**config.mk**
```make
export PLATFORM = sky130hd
export DESIGN_NAME = tbird_seq_ctrl
export DESIGN_NICKNAME = d
export VERILOG_FILES = /design/src/rtl/tbird_seq_ctrl.sv
export SDC_FILE = /design/constraint.sdc
export NUM_CORES = 1
export LEC_CHECK = 0
export ABC_CLOCK_PERIOD_IN_PS = 5600
export CAP_MARGIN = 20
export CORE_MARGIN = 1.5
export CORE_UTILIZATION = 25
export CTS_CLUSTER_DIAMETER = 150
export DETAILED_ROUTE_END_ITERATION = 16
export HOLD_SLACK_MARGIN = 0.12
export SYNTH_ARGS = -nofsm -noshare
export SYNTH_HDL_FRONTEND = slang
export SYNTH_SLANG_ARGS = --single-unit
export TNS_END_PERCENT = 100
```
**constraint.sdc**
```tcl
create_clock -name CLK100MHZ -period 5.6 [get_ports CLK100MHZ]
set_input_delay 1.4 -clock CLK100MHZ [delete_from_list [all_inputs] [get_ports CLK100MHZ]]
set_output_delay 1.4 -clock CLK100MHZ [all_outputs]
set_load 0.005 [all_outputs]
```
**src/rtl/tbird_seq_ctrl.sv**
```systemverilog
`default_nettype none
// ============================================================================
// Module   : tbird_seq_ctrl
// Brief    : Parametrised Thunderbird tail-light sequencer with tick prescaler.
//            Optional TBIRD_IDLE_DIM_EN adds 1/8-duty idle running lights.
// Revision : 1.0 - initial release
// ============================================================================
module tbird_seq_ctrl #(
  parameter int LAMPS    = 3,
  parameter int TICK_DIV = 50_000_000
) (
  input  logic             CLK100MHZ,
  input  logic             RST_N,
  input  logic             L,
  input  logic             R,
  input  logic             B,
  input  logic             HAZ,
  output logic [LAMPS-1:0] LEFT_LAMPS,
  output logic [LAMPS-1:0] RIGHT_LAMPS,
  output logic [1:0]       STATE
);

  localparam int CNT_W  = (TICK_DIV > 1) ? $clog2(TICK_DIV) : 1;
  localparam int STEP_W = $clog2(LAMPS + 1);

  localparam logic [CNT_W-1:0]  c_CNT_MAX  = CNT_W'(TICK_DIV - 1);
  localparam logic [STEP_W-1:0] c_STEP_MAX = STEP_W'(LAMPS);
  localparam logic [STEP_W-1:0] c_STEP_ONE = STEP_W'(1);
  localparam logic [LAMPS-1:0]  c_ONES     = '1;

  localparam logic [1:0] c_IDLE   = 2'd0;
  localparam logic [1:0] c_LEFT   = 2'd1;
  localparam logic [1:0] c_RIGHT  = 2'd2;
  localparam logic [1:0] c_HAZARD = 2'd3;

  logic [3:0]        r_sync_meta;
  logic [3:0]        r_sync;
  logic              w_l;
  logic              w_r;
  logic              w_b;
  logic              w_haz;
  logic [CNT_W-1:0]  r_cnt;
  logic              w_tick;
  logic [1:0]        r_state;
  logic [1:0]        w_state_nxt;
  logic [STEP_W-1:0] r_step;
  logic [STEP_W-1:0] w_step_nxt;
  logic [LAMPS-1:0]  w_therm;
  logic [LAMPS-1:0]  w_brake_lamps;
  logic [LAMPS-1:0]  w_idle_lamps;
  logic [LAMPS-1:0]  w_left_nxt;
  logic [LAMPS-1:0]  w_right_nxt;
  logic [LAMPS-1:0]  r_left;
  logic [LAMPS-1:0]  r_right;

  // Switch inputs are asynchronous; bit order {HAZ, B, R, L}.
  always_ff @(posedge CLK100MHZ or negedge RST_N) begin
    if (!RST_N) begin
      r_sync_meta <= '0;
      r_sync      <= '0;
    end else begin
      r_sync_meta <= {HAZ, B, R, L};
      r_sync      <= r_sync_meta;
    end
  end

  assign w_l   = r_sync[0];
  assign w_r   = r_sync[1];
  assign w_b   = r_sync[2];
  assign w_haz = r_sync[3];

  assign w_tick = (r_cnt == c_CNT_MAX);

  always_ff @(posedge CLK100MHZ or negedge RST_N) begin
    if (!RST_N) begin
      r_cnt <= '0;
    end else if (w_tick) begin
      r_cnt <= '0;
    end else begin
      r_cnt <= r_cnt + CNT_W'(1);
    end
  end

  always_comb begin
    w_state_nxt = r_state;
    w_step_nxt  = r_step;
    if (w_tick) begin
      if (r_step == '0) begin
        if (w_haz || (w_l && w_r)) begin
          w_state_nxt = c_HAZARD;
          w_step_nxt  = c_STEP_ONE;
        end else if (w_l) begin
          w_state_nxt = c_LEFT;
          w_step_nxt  = c_STEP_ONE;
        end else if (w_r) begin
          w_state_nxt = c_RIGHT;
          w_step_nxt  = c_STEP_ONE;
        end else begin
          w_state_nxt = c_IDLE;
          w_step_nxt  = '0;
        end
      end else if (w_haz && ((r_state == c_LEFT) || (r_state == c_RIGHT))) begin
        w_state_nxt = c_HAZARD;
        w_step_nxt  = c_STEP_ONE;
      end else begin
        case (r_state)
          c_LEFT, c_RIGHT: w_step_nxt = (r_step == c_STEP_MAX) ? '0 : r_step + c_STEP_ONE;
          // Hazard returns to its dark frame; idle never holds a non-zero step.
          default:         w_step_nxt = '0;
        endcase
      end
    end
  end

  always_ff @(posedge CLK100MHZ or negedge RST_N) begin
    if (!RST_N) begin
      r_state <= c_IDLE;
      r_step  <= '0;
    end else begin
      r_state <= w_state_nxt;
      r_step  <= w_step_nxt;
    end
  end

  genvar gi;
  generate
    for (gi = 0; gi < LAMPS; gi++) begin : g_therm
      assign w_therm[gi] = (r_step > STEP_W'(gi));
    end
  endgenerate

  assign w_brake_lamps = w_b ? c_ONES : '0;

`ifdef TBIRD_IDLE_DIM_EN
  logic [2:0] r_pwm;

  always_ff @(posedge CLK100MHZ or negedge RST_N) begin
    if (!RST_N) begin
      r_pwm <= 3'd0;
    end else begin
      r_pwm <= r_pwm + 3'd1;
    end
  end

  assign w_idle_lamps = (w_b || (r_pwm == 3'd0)) ? c_ONES : '0;
`else
  assign w_idle_lamps = w_brake_lamps;
`endif

  always_comb begin
    w_left_nxt  = w_idle_lamps;
    w_right_nxt = w_idle_lamps;
    case (r_state)
      c_LEFT: begin
        w_left_nxt  = w_therm;
        w_right_nxt = w_brake_lamps;
      end
      c_RIGHT: begin
        w_left_nxt  = w_brake_lamps;
        w_right_nxt = w_therm;
      end
      c_HAZARD: begin
        w_left_nxt  = (r_step == c_STEP_ONE) ? c_ONES : '0;
        w_right_nxt = (r_step == c_STEP_ONE) ? c_ONES : '0;
      end
      default: begin
      end
    endcase
  end

  always_ff @(posedge CLK100MHZ or negedge RST_N) begin
    if (!RST_N) begin
      r_left  <= '0;
      r_right <= '0;
    end else begin
      r_left  <= w_left_nxt;
      r_right <= w_right_nxt;
    end
  end

  assign LEFT_LAMPS  = r_left;
  assign RIGHT_LAMPS = r_right;
  assign STATE       = r_state;

endmodule
`default_nettype wire

```
# Yosys cells after proc, flatten, opt, wreduce, memory -nomap -nowiden
# Cells that the tools add are included.
dict set report word_totals {
  word_cells 43
  out_inout_bits 8
  reg_bits 44
  input_bits 6
}
dict set report classes {
  n_eq_ne 6
  n_addsub 2
  order_cmp 3
  n_mux 17
  reduce_logical 8
}
# operator count
set op_table {}
lappend op_table {{26-bit by 1-bit adder with 26-bit output (second input constant)} 1}
lappend op_table {{26-bit == test (second input constant)} 1}
lappend op_table {{26-bit 2-to-1 mux} 1}
lappend op_table {{2-bit 2-to-1 mux} 9}
lappend op_table {{3-bit one-hot mux with 2 select lines} 2}
lappend op_table {{2-bit == test (second input constant)} 3}
lappend op_table {{3-bit 2-to-1 mux} 2}
lappend op_table {{2-bit by 1-bit == test with 1-bit output (second input constant)} 2}
lappend op_table {{2-bit by 1-bit > comparator with 1-bit output (second input constant)} 2}
lappend op_table {{1-bit 2-to-1 mux} 3}
lappend op_table {{2-bit by 1-bit adder with 2-bit output (second input constant)} 1}
lappend op_table {{2-bit > comparator (second input constant)} 1}
lappend op_table {{1-bit logical AND} 2}
lappend op_table {{2-bit zero test} 1}
lappend op_table {{1-bit logical OR} 2}
lappend op_table {{2-bit AND reduction} 1}
lappend op_table {{2-bit nonzero test} 1}
lappend op_table {{2-bit OR reduction} 1}

# Longest topological paths before layout
# Gate-level depths: netlist (run 1).
dict set report logic_depth {
  depth_word 5
  mapped_depth 6
  depth_no_buf 6
}

# Worst setup path after synthesis (run 1)
# Ideal clock, no wire load.
dict set report synth_timing {
  path_kind {reg2reg}
  from {register r_cnt[5]}
  to {register r_cnt[23]}
  path_stages_with_launch 6
  path_slack_ns 3.676
  required_time_ns 5.523
  arrival_ns 1.847
  synth_period_minus_slack_ns 1.924
  path_cell_list {dfrtp_1 -> nand4_4 -> or4_4 -> buf_6 -> or4_1 -> a21oi_1}
}
dict set report synth_between {
  elab_chain_cells 2
  word_cells_on_any_way 3
}
# item line
set synth_rtl {}
lappend synth_rtl {{start, declared} 42} ;# logic [CNT_W-1:0] r_cnt;
lappend synth_rtl {{start signal, assigned} 80} ;# r_cnt <= r_cnt + CNT_W'(1);
lappend synth_rtl {{26-bit by 1-bit adder with 26-bit output / 26-bit == test (equally long branches)} {80, 72}}
lappend synth_rtl {{26-bit 2-to-1 mux *} 77} ;# end else if (w_tick) begin
# Every way passes the cells marked *; elsewhere a longest branch is shown, timed or not.
# A chain may end at the register's enable or synchronous reset.

# Final worst setup path (run 1)
dict set report layout_timing {
  from {register r_state[1] (netlist: STATE[1])}
  to {output STATE[1]}
}
# item line
set layout_lines {}
lappend layout_lines {{start, declared} 44} ;# logic [1:0] r_state;
lappend layout_lines {{start signal, assigned} 117} ;# r_state <= c_IDLE;
lappend layout_lines {{start signal, assigned} 120} ;# r_state <= w_state_nxt;
lappend layout_lines {{end, declared} 20} ;# output logic [1:0] STATE
# No word-level cell between the ends.

==> qor.json, run 1 <==
{
  "timing.critical_path.to_type": {"value": "primary output"},
  "worst_ep_required": {"value": 4200, "unit": "ps"},
  "remaining_drc_errors": {"value": 0},
  "crit_path_max_incr_delay": {"value": 540, "unit": "ps"},
  "critical_path.n_buffers_inverters": {"value": 1},
  "nets": {"value": 218},
  "worstHoldPathCells": {"value": 0},
  "timing.clock.skew": {"value": 10.87, "unit": "ps"},
  "yosysUniqueCellTypes": {"value": 36},
  "max_buffers_root_to_sink": {"value": 2},
  "wl_per_cell": {"value": 12.11, "unit": "um"},
  "syn_inst": {"value": 185},
  "power.density": {"value": 276.8, "unit": "nW/um2"},
  "critical_path.top_delay_family": {"value": "buffers and inverters"},
  "gpl.final_weighted_congestion": {"value": 0.7818},
  "totalNegativeSetupSlack": {"value": 0, "unit": "ps"},
  "slowest_cell_on_crit_path": {"value": "clkdlybuf4s50_1"},
  "post-dp-hpwl": {"value": 2548, "unit": "um"},
  "synth_simple_gate_area_share": {"value": 22.73, "unit": "%"},
  "route.vias.total": {"value": 1409},
  "setup_repair_after_global_routing_missed_its_margin": {"value": "false"},
  "drt-initial-drc-count": {"value": 105},
  "number_of_maximum_capacitance_violations": {"value": 0},
  "post_cts_hold_buffer_count": {"value": 0},
  "fp.dieW": {"value": 93.27, "unit": "um"},
  "synthXorXnorAreaFrac": {"value": 6.880, "unit": "%"},
  "firstDrtPassIters": {"value": 5},
  "most_common_cell_after_layout_fill_and_taps_aside": {"value": "dfrtp_1"},
  "die-area": {"value": 8698, "unit": "um2"},
  "grt_first_pass_wirelength": {"value": 6368, "unit": "um"},
  "power.leakage": {"value": 1.048, "unit": "nW"},
  "total_routing_usage_gr": {"value": 9.488, "unit": "%"},
  "multiInputGateArea": {"value": 879.6, "unit": "um2"},
  "detail-route-antenna-nets": {"value": 0},
  "avgSynthCellArea": {"value": 11.01, "unit": "um2"},
  "floorplan.initialDensity": {"value": 26.09, "unit": "%"},
  "finalCritPeriodShare": {"value": 48.30, "unit": "%"},
  "filler_instances": {"value": 789},
  "sequential_element_share_of_the_synthesized_area": {"value": 54.05, "unit": "%"},
  "global_route.overflow_total": {"value": 0},
  "cp_max_fo": {"value": 6},
  "slew_violations": {"value": 0},
  "synth_adder_area_share": {"value": 4.914, "unit": "%"},
  "combinational_family_with_the_most_area_after_synthesis": {"value": "simple AND/OR/NAND/NOR gates"},
  "ir_drop": {"value": 0.0001162, "unit": "V"},
  "post-cts-setup-buffer-count": {"value": 0},
  "final_hold_viol_count": {"value": 0},
  "totalPowerFinal": {"value": 0.0006772, "unit": "W"},
  "port_buffers": {"value": 13},
  "synth-compound-area-share": {"value": 7.125, "unit": "%"},
  "cts_made_buffers": {"value": 5},
  "design.portCount": {"value": 14},
  "area_growth": {"value": 20.09, "unit": "%"},
  "synth.mux.area_fraction": {"value": 1.536, "unit": "%"},
  "worst-r2r-cell-count": {"value": 4},
  "critical_path.cell_chain": {"value": "clkdlybuf4s50_1"},
  "cp_num_cells": {"value": 1},
  "layout.core_utilization": {"value": 31.33, "unit": "%"},
  "finalSetupViolCount": {"value": 0},
  "post_cts_resized": {"value": 0},
  "htree_levels": {"value": 2},
  "routed_via_density": {"value": 4.590},
  "num_rows": {"value": 32},
  "grt_start_max_net_pins": {"value": 45},
  "clock_latency": {"value": 310, "unit": "ps"},
  "totalWireLength": {"value": 3719, "unit": "um"},
  "worst_hold_slack": {"value": 353.0, "unit": "ps"},
  "worst_setup_path_start_kind": {"value": "flop"},
  "max_freq": {"value": 369.7, "unit": "MHz"},
  "worst_slew_pin_slew": {"value": 980.1, "unit": "ps"},
  "core-area": {"value": 7807, "unit": "um2"},
  "relSlewSlack": {"value": 34.30, "unit": "%"},
  "tritoncts": {"value": "built"},
  "finalCriticalPeriod": {"value": 2705, "unit": "ps"},
  "yosys_register_bits": {"value": 44},
  "clockRootBuffer": {"value": "clkbuf_8"},
  "antenna_found_initial": {"value": 0},
  "critical_path_arrival": {"value": 1300, "unit": "ps"},
  "antenna-diode-count": {"value": 0},
  "post_route_cells_drive_above_1_share": {"value": 11.22, "unit": "%"},
  "status": {"value": "finished clean"},
  "sequential_cell_area": {"value": 1101, "unit": "um2"},
  "grt_pass1_vias": {"value": 1352},
  "syn-cell-area": {"value": 2037, "unit": "um2"},
  "clk_pin_slew_worst_paths": {"value": 90, "unit": "ps"},
  "holdCritPathClass": {"value": "flop to flop"},
  "syn-num-nets": {"value": 199},
  "timing.setup.critical_path_class": {"value": "flop to primary output"},
  "tritoncts_num_sinks": {"value": 44},
  "most-common-layout-cells": {"value": "44 x dfrtp_1, 15 x nor2_1, 14 x nand2_1"},
  "synthesis.yosys.warnings": {"value": 0},
  "dieHeight": {"value": 93.27, "unit": "um"}
}
-- sequential cells by signal, summed over array words and instances (netlist names) --
register and count:
r_step 2, r_sync_meta 4, STATE 2, LEFT_LAMPS 3, RIGHT_LAMPS 3, r_cnt 26, r_sync 4
-- cells in the mapped netlist --
| cell | number | area (um2) |
|---|---|---|
| dfrtp_1 | 44 | 1101 |
| nor2_1 | 15 | 56.30 |
| nand2_1 | 14 | 52.55 |
| inv_1 | 9 | 33.78 |
| xnor2_1 | 9 | 78.83 |
| a21oi_1 | 8 | 40.04 |
| ha_1 | 8 | 100.1 |
| nand3_1 | 8 | 40.04 |
| xor2_1 | 7 | 61.31 |
| nand4_1 | 6 | 37.54 |
| o21ai_0 | 6 | 30.03 |
| and3_1 | 5 | 31.28 |
| or3_1 | 5 | 31.28 |
| nor3_1 | 4 | 20.02 |
| nor4_1 | 4 | 25.02 |
| and4_1 | 3 | 26.28 |
| o31ai_1 | 3 | 22.52 |
| or3_2 | 3 | 22.52 |
| or4_1 | 3 | 22.52 |
| buf_6 | 2 | 22.52 |
| mux2i_1 | 2 | 20.02 |
| nor2b_1 | 2 | 12.51 |
| o221a_2 | 2 | 22.52 |
| a31o_2 | 1 | 8.760 |
| a31oi_1 | 1 | 6.260 |
| mux2_2 | 1 | 11.26 |
| nand2b_1 | 1 | 6.260 |
| nand4_4 | 1 | 21.27 |
| nand4bb_1 | 1 | 11.26 |
| nor3_2 | 1 | 10.01 |
| o21a_1 | 1 | 7.510 |
| o21bai_1 | 1 | 7.510 |
| or2_2 | 1 | 6.260 |
| or3b_2 | 1 | 8.760 |
| or4_4 | 1 | 11.26 |
| or4b_2 | 1 | 10.01 |
-- per-layer routing --
layer | vias up | wire (um) | global-route usage, % | part of all wire, %
li1 | 695 | - | - | -
met3 | 7 | 189 | 3.252 | 5.1
met4 | 0 | 68 | 4.545 | 1.8
met1 | 680 | 1788 | 12.35 | 48
met2 | 27 | 1672 | 14.01 | 45
met5 | - | 0 | 0 | 0
-- area by class of cell --
| class | count | area share [%] |
|---|---|---|
| flip-flops and latches | 44 | 45.01 |
| clock buffers | 5 | 2.813 |
| clock inverters | 3 | 3.683 |
| repair buffers | 14 | 5.933 |
| inverters | 9 | 1.381 |
| well taps | 102 | 5.217 |
| multi-input cells | 130 | 35.96 |
-- path summary, 6_finish.rpt --
kind	endpoint	slack (ps)	startpoint
setup / recovery	STATE[1]	2900	STATE[1]
hold / removal	r_sync[0]	350	r_sync_meta[0]
setup reg to reg	r_step[0]	3130	r_cnt[5]
hold reg to reg	r_sync[0]	350	r_sync_meta[0]
max in group asynchronous	r_cnt[17]	4190	RST_N
min in group asynchronous	r_sync_meta[2]	940	RST_N
-- power by group --
part | internal (W) | switching [W]
Clock | 0.000223 | 0.000111
Sequential | 0.000322 | 0.00000166
Combinational | 0.00000914 | 0.00000958
-- logic make-up after synthesis --
| kind of cell | count (synthesis) |
|---|---|
| multiplexers | 3 |
| AO/OA/AOI/OAI | 23 |
| flip-flops | 44 |
| adder cells (fa/ha/maj) | 8 |
| buffers and inverters | 11 |
| XOR/XNOR | 16 |
| AND/OR/NAND/NOR | 80 |
-- per-stage QoR --
step | cell area (um2) | worst slack [ps] | instances
2_1_floorplan | 2037 | 3676 | 185
3_3_place_gp | 2267 | 3152 | 298
4_1_cts | 2426 | 2884 | 306
5_1_grt | 2446 | 2849 | 307
6_report | 2446 | 2895 | 307
3_5_place_dp | 2267 | 3135 | 298
No activity file was read; power rests on OpenSTA's default activity.
==> run 2, diff against run 1 <==
--- a/config.mk
+++ b/config.mk
@@ -5,7 +5,7 @@
 export SDC_FILE = /design/constraint.sdc
 export NUM_CORES = 1
 export LEC_CHECK = 0
-export ABC_CLOCK_PERIOD_IN_PS = 5600
+export ABC_CLOCK_PERIOD_IN_PS = 2500
 export CAP_MARGIN = 20
 export CORE_MARGIN = 1.5
 export CORE_UTILIZATION = 25
==> constraint.sdc (replaced) <==
create_clock -name CLK100MHZ -period 2.5 [get_ports CLK100MHZ]
set_input_delay 0.625 -clock CLK100MHZ [delete_from_list [all_inputs] [get_ports CLK100MHZ]]
set_output_delay 0.625 -clock CLK100MHZ [all_outputs]
set_load 0.005 [all_outputs]
==> run 2 against run 1 <==
Critical path depth grew 3. First-iteration DRC count shrank 28%. Core utilization shrank 0.77 points. Sequential share of layout area grew 1.1 points.
==> qor.json, run 2 (synthesis gave the netlist of run 1 again) <==
{
  "totalWireLength": {"value": 3604, "unit": "um"},
  "routed_via_density": {"value": 4.553},
  "timing.setup.critical_path_class": {"value": "flop to flop"},
  "tritoncts": {"value": "built"},
  "gpl.final_weighted_congestion": {"value": 0.7495},
  "filler_instances": {"value": 795},
  "post_cts_resized": {"value": 0},
  "antenna_found_initial": {"value": 0},
  "max_buffers_root_to_sink": {"value": 2},
  "worst_hold_slack": {"value": 359.7, "unit": "ps"},
  "worst_setup_path_start_kind": {"value": "flop"},
  "port_buffers": {"value": 13},
  "finalCritPeriodShare": {"value": 82.53, "unit": "%"},
  "post-dp-hpwl": {"value": 2557, "unit": "um"},
  "dieHeight": {"value": 93.27, "unit": "um"},
  "max_freq": {"value": 484.7, "unit": "MHz"},
  "ir_drop": {"value": 0.0003301, "unit": "V"},
  "floorplan.initialDensity": {"value": 26.09, "unit": "%"},
  "most-common-layout-cells": {"value": "44 x dfrtp_1, 15 x nor2_1, 14 x nand2_1"},
  "clk_pin_slew_worst_paths": {"value": 90, "unit": "ps"},
  "clock_latency": {"value": 290, "unit": "ps"},
  "finalCriticalPeriod": {"value": 2063, "unit": "ps"},
  "totalPowerFinal": {"value": 0.001233, "unit": "W"},
  "grt_first_pass_wirelength": {"value": 6472, "unit": "um"},
  "area_growth": {"value": 17.14, "unit": "%"},
  "grtUsageMet2": {"value": 15.22, "unit": "%"},
  "grt_start_max_net_pins": {"value": 45},
  "timing.critical_path.to_type": {"value": "flop"},
  "fp.dieW": {"value": 93.27, "unit": "um"},
  "grt_pass1_vias": {"value": 1419},
  "nets": {"value": 220},
  "tritoncts_num_sinks": {"value": 44},
  "worst_slew_pin_slew": {"value": 551.2, "unit": "ps"},
  "critical_path_arrival": {"value": 2270, "unit": "ps"},
  "holdCritPathClass": {"value": "flop to flop"},
  "design.portCount": {"value": 14},
  "multiInputGateArea": {"value": 879.6, "unit": "um2"},
  "power.leakage": {"value": 1.027, "unit": "nW"},
  "post_cts_hold_buffer_count": {"value": 0},
  "grt_util_met3": {"value": 2.602, "unit": "%"},
  "drt-initial-drc-count": {"value": 76},
  "postLayoutCellArea": {"value": 2386, "unit": "um2"},
  "num_rows": {"value": 32},
  "core-area": {"value": 7807, "unit": "um2"},
  "die-area": {"value": 8698, "unit": "um2"},
  "cts_made_buffers": {"value": 5},
  "most_common_cell_after_layout_fill_and_taps_aside": {"value": "dfrtp_1"},
  "clockRootBuffer": {"value": "clkbuf_8"},
  "remaining_drc_errors": {"value": 0},
  "firstDrtPassIters": {"value": 4},
  "slew_violations": {"value": 0},
  "htree_levels": {"value": 2},
  "finalSetupViolCount": {"value": 0},
  "globalRouteMet1Util": {"value": 11.92, "unit": "%"},
  "sequential_cell_area": {"value": 1101, "unit": "um2"},
  "timing.clock.skew": {"value": 10.43, "unit": "ps"},
  "grt_busiest_layer": {"value": "met2"},
  "detail-route-antenna-nets": {"value": 0},
  "post_route_cells_drive_above_1_share": {"value": 12.08, "unit": "%"},
  "status": {"value": "finished clean"},
  "relSlewSlack": {"value": 62.97, "unit": "%"},
  "global_route.overflow_total": {"value": 0},
  "antenna-diode-count": {"value": 0},
  "cp_max_fo": {"value": 11},
  "post_dp_cell_area": {"value": 2290, "unit": "um2"},
  "post-cts-setup-buffer-count": {"value": 0},
  "setup_repair_after_global_routing_missed_its_margin": {"value": "false"},
  "power.density": {"value": 516.6, "unit": "nW/um2"},
  "final_hold_viol_count": {"value": 0},
  "place.detailed.instances": {"value": 301},
  "route.vias.total": {"value": 1407},
  "layoutNonFillerInstCount": {"value": 309},
  "total_routing_usage_gr": {"value": 9.397, "unit": "%"},
  "wl_per_cell": {"value": 11.66, "unit": "um"},
  "number_of_maximum_capacitance_violations": {"value": 0},
  "registers.top_by_ff_count": {"value": "r_cnt"},
  "largestRegisters": {"value": "r_cnt: 26 flops, r_sync: 4 flops, r_sync_meta: 4 flops"},
  "flip_flop_count_of_the_largest_register_all_copies_and_words_added": {"value": 26},
  "worst_ep_required": {"value": 2710, "unit": "ps"},
  "totalNegativeSetupSlack": {"value": 0, "unit": "ps"}
}
-- run 2: cell types whose count changed in the layout (fill, tap and decap cells not counted) --
cell       previous run  this run
buf_12                1         0
buf_4                 0         3
bufinv_16             3         0
clkbuf_8              5         6
clkinv_2              0         1
inv_6                 0         1
-- run 2: final timing paths --
kind,startpoint,endpoint,slack [ps],cells after the start
setup / recovery,r_cnt[8],r_cnt[25],440,4
hold / removal,r_sync_meta[2],r_sync[2],360,0
setup reg to reg,r_cnt[8],r_cnt[25],440,4
hold reg to reg,r_sync_meta[2],r_sync[2],360,0
max in group asynchronous,RST_N,r_cnt[20],1710,2
min in group asynchronous,RST_N,r_sync[1],400,2
-- run 2: cell type report --
type | count | share of cell area [%]
multi-input combinational | 130 | 36.86
clock inverter | 2 | 0.5768
inverter | 9 | 1.416
clock buffer | 6 | 3.461
timing repair buffer | 16 | 6.188
sequential | 44 | 46.15
tap | 102 | 5.349
-- run 2: report_power, final --
group,switching [W],internal (W)
Clock,0.000242,0.000226
Combinational,0.0000206,0.0000183
Sequential,0.00000394,0.000722
-- run 2: metal layers --
metal | vias up | part of all wire [%]
li1 | 698 | -
met1 | 688 | 49
met2 | 14 | 46
met3 | 7 | 3.3
met4 | 0 | 1.7
met5 | - | 0
-- run 2: metrics by stage --
stage	utilization, %	setup slack, ps
after global routing	30.56	334.4
after global placement	29.33	540.5
final	30.56	436.7
after floorplan	-	575.6
after CTS	30.56	444.0
after detailed placement	29.33	491.8
-- run 2: worst max-delay path, stage by stage, from the launching register on --
cell and delay, ps:
dfrtp_1 440, nand4_1 220, or4_4 650, or4_1 520, a21oi_1 160
